==> src/rtl/cacheline_adaptor_pkg.sv <==
`default_nettype none
// ============================================================================
//  Module   : cacheline_adaptor_pkg
//  Purpose  : Shared types and constants for the cache-line <-> burst adaptor:
//             FSM state encoding, burst geometry and the line-offset width.
//  Revision : 1.0  initial release
// ============================================================================
package cacheline_adaptor_pkg;

    // Burst geometry: BEATS * BEAT_W must equal the 256-bit cache line.
    localparam int BEATS  = 4;
    localparam int BEAT_W = 64;

    // A 256-bit line spans 32 bytes, so the low 5 address bits are the offset.
    localparam int c_line_offset = 5;

    typedef enum logic [1:0] {
        IDLE  = 2'd0,
        READ  = 2'd1,
        WRITE = 2'd2,
        DONE  = 2'd3
    } state_t;

endpackage
`default_nettype wire

==> src/rtl/cacheline_adaptor.sv <==
`default_nettype none
// ============================================================================
//  Module   : cacheline_adaptor
//  Purpose  : Converts single 256-bit cache-line read/write requests into a
//             burst of BEATS transfers of BEAT_W bits each, low beat first.
//  Ports    : clk, rst (async, active-low)
//             line_address/line_read/line_write/line_wdata  -> from the cache
//             line_rdata/line_resp                          -> to the cache
//             burst_address/burst_read/burst_write/burst_wdata -> to memory
//             burst_rdata/burst_resp                        -> from memory
//  Revision : 1.0  initial release
// ============================================================================
module cacheline_adaptor #(
    parameter int BEATS  = cacheline_adaptor_pkg::BEATS,
    parameter int BEAT_W = cacheline_adaptor_pkg::BEAT_W
) (
    input  logic                      clk,
    input  logic                      rst,
    input  logic [31:0]               line_address,
    input  logic                      line_read,
    input  logic                      line_write,
    input  logic [BEATS*BEAT_W-1:0]   line_wdata,
    output logic [BEATS*BEAT_W-1:0]   line_rdata,
    output logic                      line_resp,
    output logic [31:0]               burst_address,
    output logic                      burst_read,
    output logic                      burst_write,
    output logic [BEAT_W-1:0]         burst_wdata,
    input  logic [BEAT_W-1:0]         burst_rdata,
    input  logic                      burst_resp
);

    import cacheline_adaptor_pkg::*;

    localparam int         c_line_w    = BEATS * BEAT_W;
    localparam logic [1:0] c_last_beat = 2'(BEATS - 1);

    state_t              r_state;
    state_t              w_next_state;
    logic [1:0]          r_cnt;
    logic [31:0]         r_addr;
    logic [c_line_w-1:0] r_wdata;
    logic [c_line_w-1:0] r_rdata;

    wire w_start     = (r_state == IDLE) && (line_read || line_write);
    wire w_last_beat = burst_resp && (r_cnt == c_last_beat);

    // Next-state logic; write has priority over read when both are requested.
    always_comb begin
        w_next_state = r_state;
        case (r_state)
            IDLE: begin
                if (line_write)     w_next_state = WRITE;
                else if (line_read) w_next_state = READ;
            end
            READ:    if (w_last_beat) w_next_state = DONE;
            WRITE:   if (w_last_beat) w_next_state = DONE;
            DONE:    w_next_state = IDLE;
            default: w_next_state = IDLE;
        endcase
    end

    always_ff @(posedge clk or negedge rst) begin
        if (!rst) begin
            r_state <= IDLE;
            r_cnt   <= 2'd0;
            r_addr  <= 32'd0;
            r_wdata <= '0;
            r_rdata <= '0;
        end else begin
            r_state <= w_next_state;
            case (r_state)
                IDLE: begin
                    if (w_start) begin
                        r_addr <= {line_address[31:c_line_offset], {c_line_offset{1'b0}}};
                        r_cnt  <= 2'd0;
                        if (line_write) r_wdata <= line_wdata;
                    end
                end
                READ: begin
                    if (burst_resp) begin
                        r_rdata[r_cnt*BEAT_W +: BEAT_W] <= burst_rdata;
                        // Two-bit counter wraps to 0 after the final beat.
                        r_cnt <= r_cnt + 2'd1;
                    end
                end
                WRITE: begin
                    if (burst_resp) r_cnt <= r_cnt + 2'd1;
                end
                default: ;
            endcase
        end
    end

    // Request strobes and the response pulse decode straight from the state,
    // so an asynchronous reset clears them without waiting for a clock.
    assign burst_read    = (r_state == READ);
    assign burst_write   = (r_state == WRITE);
    assign line_resp     = (r_state == DONE);
    assign burst_address = r_addr;
    assign burst_wdata   = r_wdata[r_cnt*BEAT_W +: BEAT_W];
    assign line_rdata    = r_rdata;

endmodule
`default_nettype wire
==> config.mk <==
export PLATFORM = sky130hd
export DESIGN_NAME = cacheline_adaptor
export DESIGN_NICKNAME = d
export VERILOG_FILES = /design/src/rtl/cacheline_adaptor_pkg.sv /design/src/rtl/cacheline_adaptor.sv
export SDC_FILE = /design/constraint.sdc
export NUM_CORES = 1
export LEC_CHECK = 0
export ABC_AREA = 1
export CAP_MARGIN = 25
export CORE_AREA = 2 2 240 419
export DETAILED_ROUTE_END_ITERATION = 10
export DIE_AREA = 0 0 242 421
export SLEW_MARGIN = 15
export SYNTH_ARGS = -nofsm -noshare
export SYNTH_HDL_FRONTEND = slang
export SYNTH_SLANG_ARGS = --single-unit
==> constraint.sdc <==
create_clock -name clk -period 3 [get_ports clk]
set_input_delay 0.3 -clock clk [delete_from_list [all_inputs] [get_ports clk]]
set_output_delay 0.3 -clock clk [all_outputs]
set_load 0.03 [all_outputs]
==> impl_metrics.env <==
export IMPL_wl_met1_um=37500
export IMPL_cpPeakStageDelay_ns=0.80
export IMPL_ys_types=19
export IMPL_port_buffers=701
export IMPL_crit_path_max_fanout=89
export IMPL_syn_area_per_cell_um2=8.22
export IMPL_critPathSlowestCell="o21ai_0"
export IMPL_grt_pass1_wl_um=140000
export IMPL_rsz0062_at_grt="false"
export IMPL_syn_to_final_growth_pct=45.5
export IMPL_synthXorXnorAreaFrac_pct=0
export IMPL_cp_num_cells=4
export IMPL_detail_route_first_pass_iterations=5
export IMPL_viasPerCell=4.45
export IMPL_grt_max_degree=170
export IMPL_status="complete, but fails checks"
export IMPL_maxCapViolCount=0
export IMPL_ff2ff_path_depth=7
export IMPL_post_dp_hpwl_um=65400
export IMPL_initial_utilization_pct=23.7
export IMPL_dr_max_layer_used="met5"
export IMPL_synth_top_family_by_area="simple AND/OR/NAND/NOR gates"
export IMPL_routed_wl_met3_um=6940
export IMPL_hold_viol=0
export IMPL_drive_gt1_share_pct=6.58
export IMPL_crit_path_cell_trace="buf_12 -> o21ai_0 -> nand2_1 -> buf_12"
export IMPL_cts_tree="built"
export IMPL_timing_fmax_mhz=333
export IMPL_final_common_cell="nand2_1"
export IMPL_rows=153
export IMPL_ys_warn_count=0
export IMPL_leakage_nw=16.4
export IMPL_die_width_um=242
export IMPL_dr_wl_met2_um=45400
export IMPL_clk_path_buf_depth=3
export IMPL_h_tree_depth=2
export IMPL_r2r_start="r_cnt[0]"
export IMPL_ios=712
export IMPL_path_common_cell="buf_12"
export IMPL_antenna_found_initial=18
export IMPL_critical_path_startpoint="r_cnt[0]"
export IMPL_fin_ws_ns=-0.000738
export IMPL_powerDensity_nw_per_um2=950
export IMPL_layout_common_cells="nand2_1 (945), clkdlybuf4s50_1 (635), dfrtp_1 (541)"
export IMPL_clock_sinks=543
export IMPL_worstPathArrival_ns=2.70
export IMPL_grt_ovfl_total=0
export IMPL_synthMuxAreaShare_pct=0
export IMPL_synthAdderAreaFrac_pct=0.534
export IMPL_clk_latency_ns=0.64
export IMPL_nets=3829
export IMPL_grt_total_usage_pct=18.0
export IMPL_clk_pin_slew_worst_paths_ns=0.06
export IMPL_cp_start_kind="flop"
export IMPL_critPathKind="reg2out"
export IMPL_place_congestion=0.865
export IMPL_synthCells=2852
export IMPL_slew_violations=0
export IMPL_synth_simple_area_share_pct=26.2
export IMPL_cp_data_required_time_ns=2.70
export IMPL_failed_checks="negative setup slack"
export IMPL_crit_buf_inv=2
export IMPL_yosysSeqAreaShare_pct=58.0
export IMPL_worstSetupEndpointType="primary output"
export IMPL_synth_compound_area_share_pct=8.86
export IMPL_finalCritPeriodShare_pct=100
export IMPL_syn_area_um2=23400
export IMPL_cp_top_family="compound AO/OA/AOI/OAI gates"
export IMPL_synth_seq_cells=543
export IMPL_tightest_slew_ns=0.968
export IMPL_wl_per_cell_um=19.2
export IMPL_core_um2=98800
export IMPL_routed_via_count=21500
export IMPL_final_core_util_pct=34.5
export IMPL_final_setup_viol_count=1
export IMPL_wl_um=93100
export IMPL_die_area_um2=102000
export IMPL_relSlewSlack_pct=34.8
export IMPL_whs_ns=0.190
export IMPL_clock_skew_ns=0.0265
export IMPL_drt_iter0_drc=1092
export IMPL_cts_made_buffers=55
export IMPL_ant_nets=0
export IMPL_irDropWorstVdd_mv=0.604
export IMPL_die_y_um=421
export IMPL_cts_root_buf="clkbuf_16"
export IMPL_drcViolationCount=0
export IMPL_hp_class="in2async"
export IMPL_grt_pass1_vias=21600
export IMPL_period_minus_slack_ns=3.00
## area by class of cell
type | count | area (um2)
Clock buffer | 78 | 1610
Fill cell | 10400 | 64700
Multi-Input combinational cell | 1951 | 8420
Clock inverter | 25 | 340
Sequential cell | 543 | 13600
Inverter | 157 | 596
Antenna cell | 10 | 25.0
Timing Repair Buffer | 754 | 7850
Tap cell | 1317 | 1650
## metrics by stage
stage                     setup WS [ns]  cell area (um2)   TNS [ns]  std cells  power (mW)
after floorplan                   0.953            23400          0       2856        18.6
after global placement            0.556            32100          0       4720        25.0
after detailed placement          0.532            32100          0       4721        25.2
after CTS                        0.0694            34100          0       4825        32.9
after global routing            0.00673            34100          0       4833        34.4
final                         -0.000738            34100  -0.000738       4835        32.4
## metal layers
layer  vias to the layer above  GRT usage (%)
li1                      10300              -
met1                     10300           21.8
met2                       800           30.6
met3                       142           4.57
met4                         6           7.01
met5                         -              0
## repair_timing
action,CTS,global route
endpoints found under the setup margin,10,2
hold buffers,1,0
buffers inserted,0,0
endpoints found under the hold margin,53,0
resized for setup,2,1
gates cloned,0,0
## cells by family (layout without fill, tap and decap cells)
| family | Yosys count | count (layout) |
|---|---|---|
| AND/OR/NAND/NOR | 1522 | 1522 |
| flip-flops | 543 | 543 |
| AO/OA/AOI/OAI | 414 | 414 |
| buffers and inverters | 362 | 1014 |
| adder cells (fa/ha/maj) | 10 | 10 |
| other | 1 | 15 |
## Yosys cell counts (all sizes together)
library cell / n / area share [%]
buf: 98 / 2.2
clkbuf: 107 / 1.7
nand2: 948 / 15
nand3: 325 / 6.9
dfrtp: 543 / 58
inv: 157 / 2.5
conb: 1 / 0.016
o21ai: 285 / 6.1
nor2: 249 / 4.0
ha: 10 / 0.53
a21oi: 129 / 2.8
## where the power goes
| group | internal (mW) | total (mW) | switching, mW |
|---|---|---|---|
| Combinational | 5.02 | 14.3 | 9.28 |
| Sequential | 9.51 | 10.6 | 1.07 |
| Clock | 4.36 | 7.51 | 3.14 |
## sequential cells by signal, summed over array words and instances (netlist names)
register	cells
burst_address	27
line_rdata	256
r_cnt	2
r_state	2
r_wdata	256
## worst paths after layout
check                                       end  slack [ns]
max in group asynchronous          r_wdata[111]        1.79
worst min register to register     r_wdata[221]        0.46
worst max register to register   line_rdata[19]        0.60
min in group clk                    r_wdata[56]        0.20
worst max-delay path            burst_wdata[19]     -0.0007
worst min-delay path                 r_wdata[1]        0.19
Power figures use the tool's default switching activity.
